File: src/rtl/cpu_mem_pkg.sv
// Shared types and width defaults for the memory access controller and the
// register stage that feeds it.
package cpu_mem_pkg;

  localparam int unsigned BITS_DATA_DEFAULT = 32;
  localparam int unsigned BITS_ADDR_DEFAULT = 16;
  localparam int unsigned BITS_WAIT         = 4;

  typedef enum logic [1:0] {
    IDLE   = 2'd0,
    ACCESS = 2'd1,
    WAIT   = 2'd2,
    DONE   = 2'd3
  } mem_state_t;

endpackage

File: src/rtl/memory_access_controller_if.sv
// Control-unit request/response handshake plus the RAM bus, bundled for the controller.
// The err signal exists only when MEM_RANGE_CHECK_EN is defined.
interface memory_access_controller_if #(
  parameter int unsigned BITS_DATA = cpu_mem_pkg::BITS_DATA_DEFAULT,
  parameter int unsigned BITS_ADDR = cpu_mem_pkg::BITS_ADDR_DEFAULT
);

  logic                 req;
  logic                 we;
  logic [BITS_ADDR-1:0] addrIn;
  logic [BITS_DATA-1:0] dataIn;
  logic                 busy;
  logic                 done;
  logic [BITS_DATA-1:0] dataOut;
  logic                 memEn;
  logic                 memWe;
  logic [BITS_ADDR-1:0] memAddr;
  logic [BITS_DATA-1:0] memWdata;
  logic [BITS_DATA-1:0] memRdata;
`ifdef MEM_RANGE_CHECK_EN
  logic                 err;
`endif

  // Control unit plus RAM: everything the controller consumes.
  modport master (
`ifdef MEM_RANGE_CHECK_EN
    input  err,
`endif
    output req, we, addrIn, dataIn, memRdata,
    input  busy, done, dataOut, memEn, memWe, memAddr, memWdata
  );

  modport slave (
`ifdef MEM_RANGE_CHECK_EN
    output err,
`endif
    input  req, we, addrIn, dataIn, memRdata,
    output busy, done, dataOut, memEn, memWe, memAddr, memWdata
  );

endinterface

File: src/rtl/mem_wait_counter.sv
// Loadable 4-bit down-counter that times the RAM wait states.
// terminal is high while the count is 1, i.e. in the last wait cycle.
module mem_wait_counter
  import cpu_mem_pkg::*;
(
  input  logic                 clk,
  input  logic                 rst_n,
  input  logic                 load,
  input  logic [BITS_WAIT-1:0] load_val,
  input  logic                 en,
  output logic [BITS_WAIT-1:0] value,
  output logic                 terminal
);

  logic [BITS_WAIT-1:0] count_d, count_q;

  // NOTE: every always_comb output gets a default first so no path infers a latch.
  always_comb begin
    count_d = count_q;
    if (load) begin
      count_d = load_val;
    end else if (en && (count_q != '0)) begin
      count_d = count_q - 1'b1;
    end
  end

  // NOTE: state flops use non-blocking assignments so all registers update together.
  always_ff @(posedge clk or negedge rst_n) begin
    if (!rst_n) begin
      count_q <= '0;
    end else begin
      count_q <= count_d;
    end
  end

  assign value    = count_q;
  assign terminal = (count_q == BITS_WAIT'(1));

endmodule

File: src/rtl/memory_access_controller.sv
// Single-outstanding read/write sequencer between the CPU address/data registers
// and a synchronous RAM with fixed wait states. Optional: MEM_RANGE_CHECK_EN.
module memory_access_controller
  import cpu_mem_pkg::*;
#(
  parameter int unsigned BITS_DATA   = BITS_DATA_DEFAULT,
  parameter int unsigned BITS_ADDR   = BITS_ADDR_DEFAULT,
  parameter int unsigned WAIT_CYCLES = 2,
  parameter int unsigned MEM_DEPTH   = 65536
) (
  input  logic                       clk,
  input  logic                       rst_n,
  memory_access_controller_if.slave  bus
);

  localparam logic [BITS_WAIT-1:0] WAIT_LOAD = BITS_WAIT'(WAIT_CYCLES);

  if (WAIT_CYCLES > 15 || MEM_DEPTH == 0) begin : g_param_check
    $error("memory_access_controller: WAIT_CYCLES must be 0..15 and MEM_DEPTH nonzero");
  end

  mem_state_t           state_d, state_q;
  logic                 we_d, we_q;
  logic [BITS_ADDR-1:0] addr_d, addr_q;
  logic [BITS_DATA-1:0] wdata_d, wdata_q;
  logic [BITS_DATA-1:0] rdata_d, rdata_q;

  logic                 busy, done, mem_en, mem_we;
  logic                 cnt_load, cnt_en, cnt_terminal;
  logic [BITS_WAIT-1:0] cnt_value;

`ifdef MEM_RANGE_CHECK_EN
  logic oor_d, oor_q;
`endif

  mem_wait_counter u_wait_counter (
    .clk      (clk),
    .rst_n    (rst_n),
    .load     (cnt_load),
    .load_val (WAIT_LOAD),
    .en       (cnt_en),
    .value    (cnt_value),
    .terminal (cnt_terminal)
  );

  always_comb begin
    state_d  = state_q;
    we_d     = we_q;
    addr_d   = addr_q;
    wdata_d  = wdata_q;
    rdata_d  = rdata_q;
    cnt_load = 1'b0;
    cnt_en   = 1'b0;
    busy     = 1'b1;
    done     = 1'b0;
    mem_en   = 1'b0;
    mem_we   = 1'b0;
`ifdef MEM_RANGE_CHECK_EN
    oor_d    = oor_q;
`endif

    unique case (state_q)
      IDLE: begin
        busy = 1'b0;
        if (bus.req) begin
          we_d    = bus.we;
          addr_d  = bus.addrIn;
          wdata_d = bus.dataIn;
          state_d = ACCESS;
`ifdef MEM_RANGE_CHECK_EN
          // Out-of-range requests never touch the RAM; they just report err in DONE.
          oor_d = (32'(bus.addrIn) >= MEM_DEPTH);
          if (oor_d) state_d = DONE;
`endif
        end
      end

      ACCESS: begin
        mem_en   = 1'b1;
        mem_we   = we_q;
        cnt_load = 1'b1;
        if (WAIT_CYCLES == 0) begin
          state_d = DONE;
          if (!we_q) rdata_d = bus.memRdata;
        end else begin
          state_d = WAIT;
        end
      end

      WAIT: begin
        mem_en = 1'b1;
        mem_we = we_q;
        cnt_en = 1'b1;
        // A zero count here could only follow a bad load; leave rather than hang.
        if (cnt_terminal || (cnt_value == '0)) begin
          state_d = DONE;
          if (!we_q) rdata_d = bus.memRdata;
        end
      end

      DONE: begin
        done    = 1'b1;
        state_d = IDLE;
      end

      default: state_d = IDLE;
    endcase
  end

  always_ff @(posedge clk or negedge rst_n) begin
    if (!rst_n) begin
      state_q <= IDLE;
      we_q    <= 1'b0;
      addr_q  <= '0;
      wdata_q <= '0;
      rdata_q <= '0;
`ifdef MEM_RANGE_CHECK_EN
      oor_q   <= 1'b0;
`endif
    end else begin
      state_q <= state_d;
      we_q    <= we_d;
      addr_q  <= addr_d;
      wdata_q <= wdata_d;
      rdata_q <= rdata_d;
`ifdef MEM_RANGE_CHECK_EN
      oor_q   <= oor_d;
`endif
    end
  end

  assign bus.busy     = busy;
  assign bus.done     = done;
  assign bus.dataOut  = rdata_q;
  assign bus.memEn    = mem_en;
  assign bus.memWe    = mem_we;
  assign bus.memAddr  = addr_q;
  assign bus.memWdata = wdata_q;
`ifdef MEM_RANGE_CHECK_EN
  assign bus.err      = done && oor_q;
`endif

endmodule

File: src/flat_wrapper.sv
// flat-port wrapper written by rule: the top's interface ports become plain ports
module memory_access_controller_flat import cpu_mem_pkg::*;
#(
  parameter int unsigned BITS_DATA   = BITS_DATA_DEFAULT,
  parameter int unsigned BITS_ADDR   = BITS_ADDR_DEFAULT,
  parameter int unsigned WAIT_CYCLES = 2,
  parameter int unsigned MEM_DEPTH   = 65536
)
  (clk, rst_n, bus_req, bus_we, bus_addrIn, bus_dataIn, bus_memRdata, bus_busy, bus_done, bus_dataOut, bus_memEn, bus_memWe, bus_memAddr, bus_memWdata);
  memory_access_controller_if #(.BITS_DATA(BITS_DATA), .BITS_ADDR(BITS_ADDR)) bus_i ();
  input  logic clk;
  input  logic rst_n;
  input wire logic [$bits(bus_i.req)-1:0] bus_req;
  input wire logic [$bits(bus_i.we)-1:0] bus_we;
  input wire logic [$bits(bus_i.addrIn)-1:0] bus_addrIn;
  input wire logic [$bits(bus_i.dataIn)-1:0] bus_dataIn;
  input wire logic [$bits(bus_i.memRdata)-1:0] bus_memRdata;
  output wire logic [$bits(bus_i.busy)-1:0] bus_busy;
  output wire logic [$bits(bus_i.done)-1:0] bus_done;
  output wire logic [$bits(bus_i.dataOut)-1:0] bus_dataOut;
  output wire logic [$bits(bus_i.memEn)-1:0] bus_memEn;
  output wire logic [$bits(bus_i.memWe)-1:0] bus_memWe;
  output wire logic [$bits(bus_i.memAddr)-1:0] bus_memAddr;
  output wire logic [$bits(bus_i.memWdata)-1:0] bus_memWdata;
  assign bus_i.req = bus_req;
  assign bus_i.we = bus_we;
  assign bus_i.addrIn = bus_addrIn;
  assign bus_i.dataIn = bus_dataIn;
  assign bus_i.memRdata = bus_memRdata;
  assign bus_busy = bus_i.busy;
  assign bus_done = bus_i.done;
  assign bus_dataOut = bus_i.dataOut;
  assign bus_memEn = bus_i.memEn;
  assign bus_memWe = bus_i.memWe;
  assign bus_memAddr = bus_i.memAddr;
  assign bus_memWdata = bus_i.memWdata;
  memory_access_controller #(.BITS_DATA(BITS_DATA), .BITS_ADDR(BITS_ADDR), .WAIT_CYCLES(WAIT_CYCLES), .MEM_DEPTH(MEM_DEPTH)) u_core (.clk(clk), .rst_n(rst_n), .bus(bus_i));
endmodule
File: config.mk
export PLATFORM = sky130hd
export DESIGN_NAME = memory_access_controller_flat
export DESIGN_NICKNAME = d
export VERILOG_FILES = /design/src/rtl/cpu_mem_pkg.sv /design/src/rtl/memory_access_controller_if.sv /design/src/rtl/mem_wait_counter.sv /design/src/rtl/memory_access_controller.sv /design/src/flat_wrapper.sv
export SDC_FILE = /design/constraint.sdc
export NUM_CORES = 1
export LEC_CHECK = 0
export ABC_AREA = 1
export CAP_MARGIN = 20
export CORE_UTILIZATION = 41
export CTS_CLUSTER_SIZE = 24
export DETAILED_ROUTE_END_ITERATION = 8
export GPL_TIMING_DRIVEN = 0
export PLACE_DENSITY = 0.85
export REMOVE_ABC_BUFFERS = 1
export SLEW_MARGIN = 30
export SYNTH_ARGS = -nofsm -noshare
export SYNTH_HDL_FRONTEND = slang
export SYNTH_SLANG_ARGS = --single-unit
File: constraint.sdc
create_clock -name clk -period 1.8 [get_ports clk]
set_input_delay 0.36 -clock clk [delete_from_list [all_inputs] [get_ports clk]]
set_output_delay 0.36 -clock clk [all_outputs]
set_load 0.02 [all_outputs]
# Word level (Yosys, flattened, before mapping)
# Index checks and enable logic that the tools add are counted.
# totals
input_bits	84
word_cells	35
output_inout_bits	84
reg_bits	87
# classes
n_addsub	1
bitwise	1
n_reduce_logical	10
mux	11
eq_ne	6
# ops
cell	n
2-to-1 mux 4 bit	2
case mux 2 bit (4 select lines)	1
2-to-1 mux 1 bit	6
equality test 2 bit, second input constant	2
equality test 4 x 1 -> 1 bit, second input constant	1
zero test 4 bit	1
2-to-1 mux 2 bit	2
AND reduction 2 bit	2
nonzero test 4 bit	1
subtractor 4 x 1 -> 4 bit, second input constant	1
AND reduction 3 bit	1
equality test 2 x 1 -> 1 bit, second input constant	1
zero test 2 bit	1
!= test 2 x 1 -> 1 bit, second input constant	1
!= test 2 bit, second input constant	1
nonzero test 2 bit	1
OR reduction 2 bit	1
logical AND 1 bit	1
logical OR 1 bit	1
inverter 1 bit	1

# Logic depth before layout (Yosys ltp)
# Gate-level depths: netlist of the first run.
# logic_depth
ltp_word	5
ltp_mapped	9
depth_no_buf	9

# Modules after synthesis
# Synthesis of the first run repeated with hierarchy kept, for this count alone.
# hier_totals
cells_unflattened	310
area_unflattened_um2	3602.2
# modules_own_cells
mod	area_each_um2	n_inst	cells_per_inst	seq_area_each_um2
memory_access_controller	3320.7	1	273	2077.0
mem_wait_counter	281.5	1	37	100.1

# Least setup slack after synthesis of the first run
# OpenSTA, ideal clock, no wires.
# synth_timing
kind	flip-flop to flip-flop
start	register u_core.state_q[0]
end	register u_core.wdata_q[21] (netlist: u_core.bus.memWdata[21])
arrival_time_ps	1353
setup_time_ps	125
stages_incl_launch_ff	7
path_buffers	2
t_required_ps	1675
period_less_slack_ps	1478
path_slack_ps	322
path_cell_list	dfrtp_1 inv_1 ha_1 nand2_1 buf_6 buf_6 mux2_4
# synth_between
elab_chain_cells	2
# synth_rtl
element	line	rtl
start: declaration	memory_access_controller.sv:22	mem_state_t state_d, state_q;
start signal: assignment	memory_access_controller.sv:121	state_q <= state_d;
zero test 2 bit	memory_access_controller.sv:62	unique case (state_q)
AND reduction 2 bit (no source line)	--	
end signal: assignment	memory_access_controller.sv:124	wdata_q <= wdata_d;
end: declaration	memory_access_controller.sv:25	logic [BITS_DATA-1:0] wdata_d, wdata_q;
# No other way between the ends.
# A chain may end at the register's enable or synchronous reset.

# Final worst setup path of the first run
# layout_timing
start	register u_core.rdata_q[15] (netlist: u_core.bus.dataOut[15])
end	output bus_dataOut[15]
# layout_lines
element	line	rtl
start: declaration	memory_access_controller.sv:26	logic [BITS_DATA-1:0] rdata_d, rdata_q;
start signal: assignment	memory_access_controller.sv:125	rdata_q <= rdata_d;
end: declaration	flat_wrapper.sv:20	output wire logic [$bits(bus_i.dataOut)-1:0] bus_dataOut;
# No word-level cell between the ends.

==> reports/metrics.cfg, run 1 <==
[cells_and_area]
fillers=704
nets=571
drive_gt1_share_pct=21.2
layout_commonest_cell=clkdlybuf4s50_1
layout_common_cells=clkdlybuf4s50_1 (162), dfrtp_1 (87), nand2_1 (49)
area_growth_pct=58.1
num_antenna_cells=0
fin_cells=590
fin_util_pct=66.6

[route]
via_count=2756
drt-total-wl_um=9070
wl_per_cell_um=15.4
viasPerCell=4.67
drtPass1Iterations=4
first_iter_violations=92
drcViolationCount=0
ant_nets=0

[synth]
synth_seq_cells=87
syn_inst=300
synth_cell_types=21
ys_warn_count=0
syn_area_mm2=0.00365
synth_top_area_cell=dfrtp_1
syn_avg_cell_area_um2=12.2
synth.top_cell.area_share_pct=59.6
ys_seq_area_share_pct=59.6
synth_area_leaders=dfrtp_1 (60%), mux2_2 (12%), nand2_1 (5.2%)

[global_route]
grt_pass1_vias=2776
grt_antenna_before_repair=0
grt_max_degree=65
grt.overflow.total=0
grt_pass1_wl_um=12700
grtUsageTotal_pct=18.2

[floorplan]
core_area_mm2=0.00868
die_h_um=96.4
io_pins=168
start_util_pct=42.1
num_rows=34
dieArea_mm2=0.00930
die_w_um=96.4

[timing]
timing.final.max_slew_violations=0
fmax_mhz=586
finClkSkew_ps=17.5
min_period_over_period_pct=94.7
fin_crit_ps=1710
setup_violations=0
tns_ps=0
hold_violations=0
setup_slack_ps=94.8
slew_headroom_pct=50.0
worstMarginPinSlew_ps=749

[cts]
clock_latency_ps=340
cts_sinks=87
h-tree-depth=3
clkTransAtPathRegs_ps=100
cts_buffer_depth=2
root_buffer=clkbuf_8
cts_tree=built
cts_inserted_buffers=9

[power_and_ir_drop]
ir_worst_vdd_v=0.000878
powerDensity_mw_per_mm2=1880
cellLeakagePower_nw=2.65
power_mw=10.8

[hold_path]
holdCritPathClass=primary input to asynchronous set/reset pin

[critical_path]
cp.buffers_inverters=1
crit_family=buffers and inverters
cp-startpoint=u_core.bus.dataOut[15]
crit_chain=clkdlybuf4s50_1
critPathMaxFanout=2
endpoint_kind=output port
worstPathRequired_ps=1440
cpPeakStageDelay_ps=630
worstSetupPathType=flop to output port
cp_slowest_cell=clkdlybuf4s50_1
critPathLaunchType=flop
worst_ep_arrival_time_ps=1350
rr_startpoint=u_core.state_q[0]

[placement]
gp_congestion=0.747
dp_worst_setup_slack_ps=-234
portBuffers=167
hpwl_um=6140
dp.cells=566

[status]
status=completed

[job]
cap_violations=0

[cells in the mapped netlist (all sizes together)]
cell type,n
dfrtp,87
nand4,1
o211ai,1
or2,1
buf,11
o21ai,34
mux2,49
ha,8
nand2,51
a21oi,3
nor2,6
inv,44
nand3,4
[routing by layer]
layer	global-route usage, %	vias up	share of wire, %
met4	7.48	0	1.5
met2	32.2	80	53
met1	20.9	1331	40
met5	0	-	0
met3	4.85	14	5.5
li1	-	1331	-
[cell families after synthesis]
family,share of synthesized area [%]
buf+inv,7.39
compound gates,6.81
simple gates,7.36
flops,59.6
fa+ha+maj,2.74
mux,16.1
[power breakdown]
group | total, mW | leakage, nW | internal (mW) | switching, mW
clock | 1.43 | 0.0982 | 0.766 | 0.665
sequential | 3.50 | 1.03 | 2.96 | 0.545
combinational | 5.91 | 1.52 | 2.97 | 2.94
total | 10.8 | 2.65 | 6.69 | 4.15
[final timing paths]
kind / endpoint / slack, ps / cells after the start
max in group asynchronous: u_core.bus.dataOut[20] / 730 / 3
hold / removal: u_core.bus.dataOut[2] / 450 / 2
min in group clk: u_core.bus.dataOut[29] / 480 / 2
hold reg to reg: u_core.bus.dataOut[29] / 480 / 2
setup reg to reg: u_core.bus.dataOut[31] / 120 / 8
setup / recovery: bus_dataOut[15] / 90 / 1
[final cells by class]
| type | instances | area (µm²) | area share, % |
|---|---|---|---|
| well taps | 108 | 135 | 2.34 |
| flip-flops and latches | 87 | 2180 | 37.7 |
| repair buffers | 174 | 1790 | 31.0 |
| clock buffers | 10 | 128 | 2.21 |
| clock inverters | 4 | 72.6 | 1.26 |
| inverters | 44 | 165 | 2.86 |
| multi-input cells | 163 | 1310 | 22.7 |
[registers in the layout, indices dropped and copies added, names as in the netlist]
name / count
u_core.bus.dataOut: 32
u_core.bus.memWdata: 32
u_core.bus.memAddr: 16
u_core.u_wait_counter.value: 4
u_core.state_q: 2
u_core.we_q: 1
[through the flow]
| step | hold slack [ps] | instance area [µm²] |
|---|---|---|
| after floorplan | 64.4 | 3550 |
| after global placement | 465 | 5360 |
| after detailed placement | 237 | 5420 |
| after CTS | 423 | 5670 |
| after global routing | 449 | 5780 |
| final | 453 | 5780 |
[repair_timing]
action	CTS	global route
hold buffers	1	0
buffers inserted	2	2
hold endpoints to repair	23	0
pin swaps	0	1
gates resized for setup	11	8
setup endpoints to repair	36	35
cloned	1	4
No activity file was read; power rests on OpenSTA's default activity.
==> inputs of run 2 (changes only) <==
--- a/config.mk
+++ b/config.mk
@@ -16,4 +16,5 @@
 export SLEW_MARGIN = 30
 export SYNTH_ARGS = -nofsm -noshare
 export SYNTH_HDL_FRONTEND = slang
+export SYNTH_HIERARCHICAL = 1
 export SYNTH_SLANG_ARGS = --single-unit
==> run 2 against run 1 <==
Against the previous run:
- sequential power grew 2%
- non-clock buffer count stayed put
- via count grew 5.2%
- utilization is 1.7 points higher
- fmax down 1.1%
- flip-flop and latch count unchanged
- worst hold slack better by 24 ps
- synthesized cell count up 3.3%
- final cell count rose by 0.85%
- worst setup slack got worse by 20 ps
- final area shrank 1.4%
- global-route usage rose by 2.6 points
==> reports/metrics.cfg, run 2 <==
[status]
status=completed

[placement]
hpwl_um=6480
portBuffers=167
dp_worst_setup_slack_ps=-911
gp_congestion=0.830
place_area_mm2=0.00539

[timing]
timing.final.max_slew_violations=0
fin_crit_ps=1720
setup_slack_ps=75.2
finClkSkew_ps=13.5
fmax_mhz=580
holdWs_ps=477
rsz0062_at_grt=yes
min_period_over_period_pct=95.8
setup_violations=0
hold_violations=0

[global_route]
grtUsageTotal_pct=20.9
use_met1_pct=25.1
use_met2_pct=36.9
grt_pass1_vias=2984
grt_max_degree=46
grt_pass1_wl_um=14400
busiest_layer=met2
grt_antenna_before_repair=0
grt_util_met3_pct=4.66
grt.overflow.total=0

[floorplan]
num_rows=33
die_w_um=95.7
die_h_um=95.7
dieArea_mm2=0.00916
io_pins=168
core_area_mm2=0.00834
start_util_pct=43.2

[cells_and_area]
drive_gt1_share_pct=18.8
layout_common_cells=clkdlybuf4s50_1 (162), dfrtp_1 (87), nand2_1 (83)
area_growth_pct=58.1
num_antenna_cells=0
fin_util_pct=68.3
layout_commonest_cell=clkdlybuf4s50_1
design_area_mm2=0.00570
nets=576

[cts]
root_buffer=clkbuf_8
clkTransAtPathRegs_ps=90
h-tree-depth=3
cts_buffer_depth=2
cts_sinks=87
cts_tree=built
clock_latency_ps=340
cts_inserted_buffers=9

[synth]
synth_area_leaders=dfrtp_1 (60%), mux2_2 (12%), nand2_1 (9.0%)
ys_warn_count=6
syn_area_mm2=0.00360
async_flop_share_pct=100
syn_avg_cell_area_um2=11.6
ys_seq_area_share_pct=60.4
synth_cell_types=20
synth_edf_count=0
synth_seq_cells=87
synth_flop_cell=dfrtp_1
syn_inst=310
synth_top_area_cell=dfrtp_1
synth_common_cells=dfrtp_1 (87), nand2_1 (86), mux2_2 (39), nand3_1 (37), buf_2 (12)
synth.most_common_cell=dfrtp_1
synth.top_cell.area_share_pct=60.4

[critical_path]
endpoint_kind=output port
crit_chain=buf_4, buf_4, ha_1, clkbuf_2
cp_common_cell=buf_4
crit_family=buffers and inverters
critPathLaunchType=flop
critPathMaxFanout=3
worst_ep_arrival_time_ps=1360
cp.buffers_inverters=3
cp_slowest_cell=dfrtp_1
cpPeakStageDelay_ps=410
rr_startpoint=u_core/u_wait_counter/value[1]
worstSetupPathType=flop to output port
cp-startpoint=u_core/state_q[0]
worstPathRequired_ps=1440

[route]
viasPerCell=4.87
drtPass1Iterations=4
drcViolationCount=0
ant_nets=0
drt-total-wl_um=9520
wl_per_cell_um=16.0
via_count=2900
first_iter_violations=110

[job]
cap_violations=0

[power_and_ir_drop]
cellLeakagePower_nw=2.59
ir_worst_vdd_v=0.00112
powerDensity_mw_per_mm2=1950

[hold_path]
min_from=u_core/bus.dataOut[31]
holdCritPathClass=flop to flop

[run 2: cells by family after synthesis]
family,Yosys count,synth area share (%)
fa+ha+maj,7,2.43
buf+inv,23,3.23
xor+xnor,1,0.243
flops,87,60.4
other cells,2,0.208
mux,49,16.4
simple gates,137,16.5
compound gates,4,0.556
[run 2: timing repair]
action                                  4_1_cts  5_1_grt
hold buffers                                  1        0
gates cloned                                  2        0
buffers inserted                              3        1
endpoints found under the setup margin       36       36
pin swaps                                     3        0
gates resized for setup                      16        8
endpoints found under the hold margin        44        0
[run 2: layout make-up]
cell class,instances,area [µm²]
multi-input cells,204,1400
clock buffers,10,128
repair buffers,174,1740
flip-flops and latches,87,2180
well taps,105,131
clock inverters,6,85.1
fillers,629,2640
inverters,9,33.8
[run 2: path summary, 6_finish.rpt]
kind	cells after the start	to	slack [ps]
max	4	bus_done	80
min	2	u_core/bus.dataOut[31]	480
max reg2reg	8	u_core/bus.dataOut[26]	110
min reg2reg	2	u_core/bus.dataOut[31]	480
max in group asynchronous	3	u_core/bus.memWdata[24]	720
min in group asynchronous	2	u_core/bus.dataOut[15]	500
[run 2: power by group]
| part | switching, mW | internal (mW) |
|---|---|---|
| sequential | 0.594 | 2.97 |
| combinational | 3.14 | 2.96 |
| clock | 0.691 | 0.778 |
[run 2: routing by layer]
metal  vias to the layer above  wire [µm]
met5                         -          0
met4                         0        143
met1                      1418       3860
li1                       1361          -
met3                        13        622
met2                       108       4890
[run 2: metrics by stage]
stage	cells	TNS (ps)	power [mW]
floorplan	298	-46840	6.66
global placement	570	-336730	9.21
detailed placement	572	-28510	9.45
CTS	594	0	11.2
global route	595	-7.89	11.8
finish	595	0	11.1
[run 2: worst register-to-register path, stage by stage (launching register included)]
cell     delay, ps
dfrtp_1        410
inv_1          110
ha_1           160
nor3b_2        230
inv_2          140
nand2_8        170
nand2_8        180
nand2_1        110
nand2_1         60
